**config.mk**
```make
export PLATFORM = sky130hd
export DESIGN_NAME = hdc_feature_collector_flat
export DESIGN_NICKNAME = d
export VERILOG_FILES = /design/src/rtl/hdc_feature_collector_if.sv /design/src/rtl/hdc_feature_collector.sv /design/src/flat_wrapper.sv
export SDC_FILE = /design/constraint.sdc
export NUM_CORES = 1
export LEC_CHECK = 0
export CAP_MARGIN = 20
export CORE_AREA = 10 10 123 125
export CTS_BUF_LIST = sky130_fd_sc_hd__clkbuf_4
export CTS_CLUSTER_SIZE = 25
export DETAILED_ROUTE_END_ITERATION = 10
export DIE_AREA = 0 0 133 135
export PLACE_DENSITY = 0.5
export SYNTH_ARGS = -nofsm -noshare
export SYNTH_HDL_FRONTEND = slang
export SYNTH_SLANG_ARGS = --single-unit
```
**constraint.sdc**
```tcl
create_clock -name clk -period 3.6 [get_ports clk]
set_input_delay 0.9 -clock clk [delete_from_list [all_inputs] [get_ports clk]]
set_output_delay 0.9 -clock clk [all_outputs]
set_load 0.01 [all_outputs]
```
**src/rtl/hdc_feature_collector_if.sv**
```systemverilog
// ============================================================================
// Module      : hdc_feature_collector_if
// Description : Sample-in / frame-out handshake bundle for the HDC feature
//               collector. The slave modport is the collector side, the
//               master modport is the producer/consumer environment.
// Revision    : 1.0 - initial release
// ============================================================================
`default_nettype none

`ifndef TOTAL_NUM_CHANNEL
`define TOTAL_NUM_CHANNEL 4
`endif
`ifndef CHANNEL_WIDTH
`define CHANNEL_WIDTH 8
`endif

interface hdc_feature_collector_if #(
  parameter int NUM_CHANNEL   = `TOTAL_NUM_CHANNEL,
  parameter int CHANNEL_WIDTH = `CHANNEL_WIDTH
);
  logic [CHANNEL_WIDTH-1:0]             sin_data;
  logic                                 sin_valid;
  logic                                 sin_ready;
  logic [NUM_CHANNEL*CHANNEL_WIDTH-1:0] features_top;
  logic                                 fout_valid;
  logic                                 fout_ready;

  modport slave (
    input  sin_data,
    input  sin_valid,
    output sin_ready,
    output features_top,
    output fout_valid,
    input  fout_ready
  );

  modport master (
    output sin_data,
    output sin_valid,
    input  sin_ready,
    input  features_top,
    input  fout_valid,
    output fout_ready
  );
endinterface

`default_nettype wire

```
**src/rtl/hdc_feature_collector.sv**
```systemverilog
// ============================================================================
// Module      : hdc_feature_collector
// Description : Serial-to-parallel collector feeding hdc_sensor_fusion. Packs
//               NUM_CHANNEL samples (first sample MSB-most) into one frame,
//               with one assembly register and one output register so that
//               collection of the next frame overlaps output of the current.
//               Optional macro HDC_COLLECTOR_LAST_CHECK_EN adds sin_last /
//               frame_err framing check.
// Revision    : 1.0 - initial release
// ============================================================================
`default_nettype none

`ifndef TOTAL_NUM_CHANNEL
`define TOTAL_NUM_CHANNEL 4
`endif
`ifndef CHANNEL_WIDTH
`define CHANNEL_WIDTH 8
`endif

module hdc_feature_collector #(
  parameter int NUM_CHANNEL   = `TOTAL_NUM_CHANNEL,
  parameter int CHANNEL_WIDTH = `CHANNEL_WIDTH,
  parameter int CNT_WIDTH     = 16
) (
  input  logic                  clk,
  input  logic                  rst,
  hdc_feature_collector_if.slave bus,
  output logic [CNT_WIDTH-1:0]  frame_count
`ifdef HDC_COLLECTOR_LAST_CHECK_EN
  ,
  input  logic                  sin_last,
  output logic                  frame_err
`endif
);

  localparam int IDX_W  = $clog2(NUM_CHANNEL);
  localparam int FEAT_W = NUM_CHANNEL * CHANNEL_WIDTH;

  localparam logic [IDX_W-1:0] c_LAST_IDX = IDX_W'(NUM_CHANNEL - 1);

  // COLLECT: accepting samples; HOLD: complete frame parked in the assembly
  // register waiting for the output register to free up.
  localparam logic [0:0] c_ST_COLLECT = 1'b0;
  localparam logic [0:0] c_ST_HOLD    = 1'b1;

  logic [0:0]           r_state;
  logic [IDX_W-1:0]     r_idx;
  logic [FEAT_W-1:0]    r_asm;
  logic [FEAT_W-1:0]    r_out;
  logic                 r_fout_valid;
  logic [CNT_WIDTH-1:0] r_frame_count;

  logic [FEAT_W-1:0]    w_asm_next;
  logic                 w_accept;
  logic                 w_slot_free;
  logic                 w_is_last;
  logic                 w_bad;

  // Ready depends only on registered state, never on sin_valid or fout_ready.
  assign bus.sin_ready    = (r_state == c_ST_COLLECT);
  assign bus.features_top = r_out;
  assign bus.fout_valid   = r_fout_valid;
  assign frame_count      = r_frame_count;

  assign w_accept    = bus.sin_valid && (r_state == c_ST_COLLECT);
  assign w_slot_free = !r_fout_valid || bus.fout_ready;
  assign w_is_last   = (r_idx == c_LAST_IDX);

`ifdef HDC_COLLECTOR_LAST_CHECK_EN
  // Framing error: sin_last must coincide exactly with the final channel.
  assign w_bad = (sin_last != w_is_last);
`else
  assign w_bad = 1'b0;
`endif

  // Assembly word with the current sample merged into slot r_idx.
  always_comb begin
    w_asm_next = r_asm;
    for (int k = 0; k < NUM_CHANNEL; k++) begin
      if (r_idx == IDX_W'(k)) begin
        w_asm_next[(NUM_CHANNEL-1-k)*CHANNEL_WIDTH +: CHANNEL_WIDTH] = bus.sin_data;
      end
    end
  end

  // Collection state machine, output register and frame counter.
  always_ff @(posedge clk or posedge rst) begin
    if (rst) begin
      r_state       <= c_ST_COLLECT;
      r_idx         <= '0;
      r_asm         <= '0;
      r_out         <= '0;
      r_fout_valid  <= 1'b0;
      r_frame_count <= '0;
    end else begin
      // Downstream handshake frees the slot; a frame loaded below overrides.
      if (r_fout_valid && bus.fout_ready) begin
        r_fout_valid <= 1'b0;
      end

      case (r_state)
        c_ST_COLLECT: begin
          if (w_accept) begin
            if (w_bad) begin
              r_idx <= '0;
            end else if (w_is_last) begin
              r_idx <= '0;
              if (w_slot_free) begin
                r_out         <= w_asm_next;
                r_fout_valid  <= 1'b1;
                r_frame_count <= r_frame_count + CNT_WIDTH'(1);
              end else begin
                r_asm   <= w_asm_next;
                r_state <= c_ST_HOLD;
              end
            end else begin
              r_asm <= w_asm_next;
              r_idx <= r_idx + IDX_W'(1);
            end
          end
        end

        c_ST_HOLD: begin
          if (w_slot_free) begin
            r_out         <= r_asm;
            r_fout_valid  <= 1'b1;
            r_frame_count <= r_frame_count + CNT_WIDTH'(1);
            r_idx         <= '0;
            r_state       <= c_ST_COLLECT;
          end
        end

        default: r_state <= c_ST_COLLECT;
      endcase
    end
  end

`ifdef HDC_COLLECTOR_LAST_CHECK_EN
  logic r_frame_err;

  // One-cycle error pulse for every accepted beat that breaks framing.
  always_ff @(posedge clk or posedge rst) begin
    if (rst) begin
      r_frame_err <= 1'b0;
    end else begin
      r_frame_err <= w_accept && w_bad;
    end
  end

  assign frame_err = r_frame_err;
`endif

endmodule

`default_nettype wire

```
**src/flat_wrapper.sv**
```systemverilog
// flat-port wrapper written by rule: the top's interface ports become plain ports
module hdc_feature_collector_flat 
#(
  parameter int NUM_CHANNEL   = `TOTAL_NUM_CHANNEL,
  parameter int CHANNEL_WIDTH = `CHANNEL_WIDTH,
  parameter int CNT_WIDTH     = 16
)
  (clk, rst, frame_count, bus_sin_data, bus_sin_valid, bus_sin_ready, bus_features_top, bus_fout_valid, bus_fout_ready);
  hdc_feature_collector_if #(.NUM_CHANNEL(NUM_CHANNEL), .CHANNEL_WIDTH(CHANNEL_WIDTH)) bus_i ();
  input  logic clk;
  input  logic rst;
  output logic [CNT_WIDTH-1:0] frame_count;
  input wire logic [$bits(bus_i.sin_data)-1:0] bus_sin_data;
  input wire logic [$bits(bus_i.sin_valid)-1:0] bus_sin_valid;
  output wire logic [$bits(bus_i.sin_ready)-1:0] bus_sin_ready;
  output wire logic [$bits(bus_i.features_top)-1:0] bus_features_top;
  output wire logic [$bits(bus_i.fout_valid)-1:0] bus_fout_valid;
  input wire logic [$bits(bus_i.fout_ready)-1:0] bus_fout_ready;
  assign bus_i.sin_data = bus_sin_data;
  assign bus_i.sin_valid = bus_sin_valid;
  assign bus_sin_ready = bus_i.sin_ready;
  assign bus_features_top = bus_i.features_top;
  assign bus_fout_valid = bus_i.fout_valid;
  assign bus_i.fout_ready = bus_fout_ready;
  hdc_feature_collector #(.NUM_CHANNEL(NUM_CHANNEL), .CHANNEL_WIDTH(CHANNEL_WIDTH), .CNT_WIDTH(CNT_WIDTH)) u_core (.clk(clk), .rst(rst), .bus(bus_i), .frame_count(frame_count));
endmodule
```
==> results_dict.tcl, run 1 <==
set metrics [dict create \
    crit_fanout 8 \
    io_pins 62 \
    multi_input_area_sq_mm 0.00152 \
    yosysWarnings 0 \
    grtUsageTotal_pct 9.76 \
    r2r_slack_ps 1680 \
    drc 0 \
    rsz0062_at_grt "false" \
    regArea_sq_mm 0.00210 \
    layout.nets 386 \
    fin_area_sq_mm 0.00468 \
    cts-resized-gates 0 \
    pwr-share-clk_pct 16.8 \
    syn_inst 303 \
    cts_tree "built" \
    required_ps 2700 \
    preCtsSetupSlack_ps 899 \
    synth.distinct_cells 32 \
    vdd_drop_max_mv 0.503 \
    skew_ps 18.8 \
    ys_ff_latch 84 \
    path_cells "inv_2 -> clkdlybuf4s50_1" \
    avgRoutedWirePerCell_um 15.6 \
    postRouteAntennaNets 0 \
    cts_buffers 9 \
    n_fill_cell 1241 \
    grt_max_degree 37 \
    fin_crit_sh_pct 70.7 \
    drv_cap 0 \
    gp_congestion 0.741 \
    p_seq_share_pct 42.6 \
    worst_pin_slew_ps 655 \
    crit_buf_inv 2 \
    relSlewSlack_pct 56.3 \
    cts_setup_buffers 0 \
    fp.dieW_um 133 \
    synth_area_sq_mm 0.00373 \
    tns_ps 0 \
    routed_wirelength_mm 8.50 \
    die-height_um 135 \
    clk_path_buf_depth 2 \
    yosysTopAreaCell "dfrtp_1" \
    cts_sinks 84 \
    place_area_sq_mm 0.00453 \
    viasPerCell 4.49 \
    slowest_delay_ps 570 \
    root_buffer "clkbuf_4" \
    rows 41 \
    grt_first_pass_wirelength_mm 13.9 \
    power.density_mw_per_mm2 778 \
    switching_power_mw 1.23 \
    max_freq_ghz 0.393 \
    coreArea_sq_mm 0.0126 \
    drive_gt1_share_pct 17.4 \
    cts.clk_slew.worst_paths_ps 130 \
    area_delta_synth_final_pct 25.5 \
    status "finished, final reports clean" \
    pwr-share-comb_pct 40.6 \
    final_cells 545 \
    dieArea_sq_mm 0.0180 \
    grt_pass1_vias 2552 \
    dp_cells 529 \
    p_int_mw 2.41 \
    grt.overflow.total 0 \
    crit_path_end_kind "output pin" \
    drt_first_pass_iters 4 \
    worstPathArrival_ps 1650 \
    diodes 0 \
    p_sw_share_pct 33.9 \
    synth_area_leaders "dfrtp_1 56%, mux2_2 9.7%, mux2i_1 8.9%" \
    vias 2448 \
    hold_viol_final 0 \
    yosysTopAreaCellShare_pct 56.3 \
    cpLargestDelayFamily "buffers and inverters" \
    h-tree-depth 3 \
    dr.first_iter.drc_count 107 \
    cts_hold_buffers 0 \
    crit_type "flip-flop to output pin" \
    p_leak_nw 2.11 \
    cpMaxStageDelayCell "clkdlybuf4s50_1" \
    grt_antenna_before_repair 0 \
    fin_ws_ps 1050 \
    fin_crit_ps 2550 \
    hold_ws_ps 478 \
    initial_core_util_pct 29.7 \
    dp.final_hpwl_mm 6.10 \
    min_path_type "flip-flop to flip-flop" \
    synth_fp_nets 321 \
    portBuffers 61 \
    clock_latency_ps 430 \
    drv_slew 0 \
    start_kind "flip-flop" \
    syn_area_per_cell_sq_um 12.3 \
    setup_violations 0 \
    ys_seq_area_share_pct 56.3 \
]
-- layout by cell type, fill, tap and decap left out, drive strengths merged, types with 5 or more instances in the layout --
cell type	instances
nor2	6
nand3	8
xnor2	8
nand2	43
clkdlybuf4s50	61
dfrtp	84
ha	6
clkbuf	9
xor2	7
o21ai	33
mux2	32
buf	5
mux2i	33
-- registers in the layout, summed over array words and instances, names as in the netlist --
name	count
u_core.bus.fout_valid	1
u_core.frame_count	16
u_core.r_state	1
u_core.r_idx	2
u_core.r_asm	32
u_core.bus.features_top	32
-- layer usage --
layer,vias to the layer above,global-route usage [%],routed length (um)
met5,-,0,0
met3,10,3.93,521
li1,1179,-,-
met1,1205,12.9,4220
met4,0,2.51,74
met2,54,14.5,3680
-- Yosys cell counts, drive strengths merged --
cell type and n:
dfrtp 84, nand2 43, mux2i 33, o21ai 33
mux2 32, buf 10, nand3 8, xnor2 8
xor2 7, ha 6, nor2 6, a21oi 4
and2 4, inv 4, nand4 4, nor2b 3
and3 2, and4 2, clkbuf 2, nor3 2
nor3b 2, a21boi 1, a21o 1, nand2b 1
or4b 1
-- through the flow --
step           power [mW]  util (%)
5_1_grt              3.91      37.3
2_1_floorplan        2.48         -
3_3_place_gp         3.06      36.0
4_1_cts              3.72      37.3
6_report             3.65      37.3
3_5_place_dp         3.09      36.0
-- final cells by class --
cell class,instances,share of cell area [%]
Sequential cell,84,44.9
Multi-Input combinational cell,203,32.4
Timing Repair Buffer,66,14.4
Tap cell,172,4.60
Clock inverter,7,1.92
Clock buffer,9,1.44
Inverter,4,0.347
-- kinds of logic after synthesis --
kind of cell | share of synthesized area (%)
AO/OA/AOI/OAI | 5.70
XOR/XNOR | 3.52
adder cells (fa/ha/maj) | 2.01
buffers and inverters | 3.05
flip-flops | 56.3
multiplexers | 18.5
AND/OR/NAND/NOR | 10.9
-- path summary, 6_finish.rpt --
kind,to,startpoint,cells after the start
min reg2reg,u_core.frame_count[15],u_core.frame_count[15],1
max in group asynchronous,u_core.frame_count[10],rst,3
max reg2reg,u_core.bus.features_top[5],u_core.r_idx[1],5
min in group asynchronous,u_core.r_idx[1],rst,2
min,u_core.frame_count[15],u_core.frame_count[15],1
max,bus_sin_ready,u_core.r_state,2
-- power by group through the flow --
| stage | Sequential (mW) | Combinational, mW | Clock [mW] |
|---|---|---|---|
| floorplan | 1.61 | 0.871 | 0 |
| global route | 1.60 | 1.64 | 0.676 |
| finish | 1.55 | 1.48 | 0.613 |
| CTS | 1.56 | 1.52 | 0.639 |
| detailed placement | 1.57 | 1.52 | 0 |
| global placement | 1.57 | 1.49 | 0 |
Power figures use the tool's default switching activity.
==> inputs of run 2 (changes only) <==
Clock period 3.6 ns to 2.47 ns, I/O delays scaled along.
==> run 2 against run 1 <==
- critical path depth stayed put
- global-route usage is 0.23 points higher
- first-iteration DRC count is 0.93% lower
- via count is 0.65% lower
- worst hold slack hardly changed
- worst setup slack worse by 860 ps
- highest routed layer unchanged
- die area stayed put
- total power is 42% higher
==> results_dict.tcl, run 2 (same netlist as run 1, synthesis figures left out) <==
set metrics [dict create \
    rr_worst_depth 6 \
    area_delta_synth_final_pct 24.8 \
    layout_common_cells "84 x dfrtp_1, 61 x clkdlybuf4s50_1, 42 x nand2_1, 33 x mux2i_1, 33 x o21ai_0" \
    relSlewSlack_pct 69.3 \
    grt_antenna_before_repair 0 \
    p_leak_nw 2.09 \
    routed_wirelength_mm 8.52 \
    clock_latency_ps 440 \
    diodes 0 \
    worst_pin_slew_ps 459 \
    fin_crit_sh_pct 92.3 \
    cp_num_cells 2 \
    grt.overflow.total 0 \
    fin_crit_ps 2280 \
    path_cells "inv_2 -> clkdlybuf4s50_1" \
    min_path_type "input pin to asynchronous set/reset pin" \
    rows 41 \
    grt_max_degree 75 \
    postRouteAntennaNets 0 \
    cts.clk_slew.worst_paths_ps 120 \
    slowest_delay_ps 590 \
    grt_pass1_vias 2508 \
    grtUsageTotal_pct 9.99 \
    status "finished, final reports clean" \
    power.density_mw_per_mm2 1110 \
    setup_violations 0 \
    drv_cap 0 \
    vias 2432 \
    gp_congestion 0.781 \
    fin_ws_ps 190 \
    hold_viol_final 0 \
    drc 0 \
    dieArea_sq_mm 0.0180 \
    cts_hold_buffers 0 \
    avgRoutedWirePerCell_um 15.7 \
    h-tree-depth 3 \
    required_ps 1850 \
    max_freq_ghz 0.439 \
    layout.nets 386 \
    dr.first_iter.drc_count 106 \
    crit_fanout 8 \
    coreArea_sq_mm 0.0126 \
    finalPower_mw 5.18 \
    fp.dieW_um 133 \
    worstPathArrival_ps 1660 \
    rsz0062_at_grt "false" \
    drv_slew 0 \
    cpLargestDelayFamily "buffers and inverters" \
    clk_path_buf_depth 2 \
    vdd_drop_max_mv 0.463 \
    cts_buffers 9 \
    grt_first_pass_wirelength_mm 14.0 \
    hold_ws_ps 479 \
    initial_core_util_pct 29.7 \
    crit_buf_inv 2 \
    start_kind "flip-flop" \
    skew_ps 14.3 \
    io_pins 62 \
    crit_type "flip-flop to output pin" \
    dp.final_hpwl_mm 5.92 \
    tns_ps 0 \
    die-height_um 135 \
    portBuffers 61 \
    cts_sinks 84 \
    drt_first_pass_iters 4 \
    layout_commonest_cell "dfrtp_1" \
    root_buffer "clkbuf_4" \
    crit_path_end_kind "output pin" \
    cts_tree "built" \
    cts_setup_buffers 0 \
    drive_gt1_share_pct 16.7 \
    cts-resized-gates 0 \
    cpMaxStageDelayCell "clkdlybuf4s50_1" \
    r2r_slack_ps 700 \
    viasPerCell 4.48 \
    preCtsSetupSlack_ps 217 \
    postLayoutCoreUtil_pct 37.1 \
]
run 2: changes by cell type in the layout (fill, tap and decap cells not counted), sizes merged:
| cell | change |
|---|---|
| bufinv | -1 |
| clkbuf | +1 |
| inv | -1 |
| clkinv | -1 |
run 2: metrics by stage:
step / cells / instance area [sq um]
floorplan: 303 / 3740
global placement: 529 / 4540
detailed placement: 529 / 4540
CTS: 543 / 4660
global route: 543 / 4660
finish: 543 / 4660
run 2: path summary, 6_finish.rpt:
| path | from | end |
|---|---|---|
| worst min register to register | u_core.frame_count[15] | u_core.frame_count[15] |
| worst max register to register | u_core.r_idx[0] | u_core.r_asm[27] |
| min in group clk | u_core.frame_count[15] | u_core.frame_count[15] |
| max in group asynchronous | rst | u_core.bus.features_top[2] |
| worst max-delay path | u_core.r_state | bus_sin_ready |
| worst min-delay path | rst | u_core.frame_count[14] |
run 2: worst register-to-register path: stages, from the launching register on:
cell	delay, ps
dfrtp_1	450
inv_1	120
ha_1	140
nor2b_1	150
buf_4	220
and2_4	240
mux2_2	340
run 2: final cells by class:
cell class	instances	area (sq um)
clock inverters	4	42.5
well taps	172	215
fillers	1257	7910
multi-input cells	203	1520
inverters	4	18.8
flip-flops and latches	84	2100
clock buffers	10	75.1
repair buffers	66	686
run 2: per-layer routing:
| metal | track usage [%] | vias up | wire length (um) |
|---|---|---|---|
| met5 | 0 | - | 0 |
| met1 | 13.0 | 1185 | 4190 |
| li1 | - | 1178 | - |
| met2 | 14.5 | 63 | 3640 |
| met3 | 4.67 | 6 | 613 |
| met4 | 2.75 | 0 | 85 |
run 2: power by group:
part	internal (mW)	switching, mW
combinational	1.20	0.972
clock	0.302	0.450
sequential	1.93	0.336
==> inputs of run 3 (changes only) <==
Settings changed: SKIP_LAST_GASP from default to 1.
==> results of run 3 <==
Final layout, timing and power as in run 2 (identical DEF).
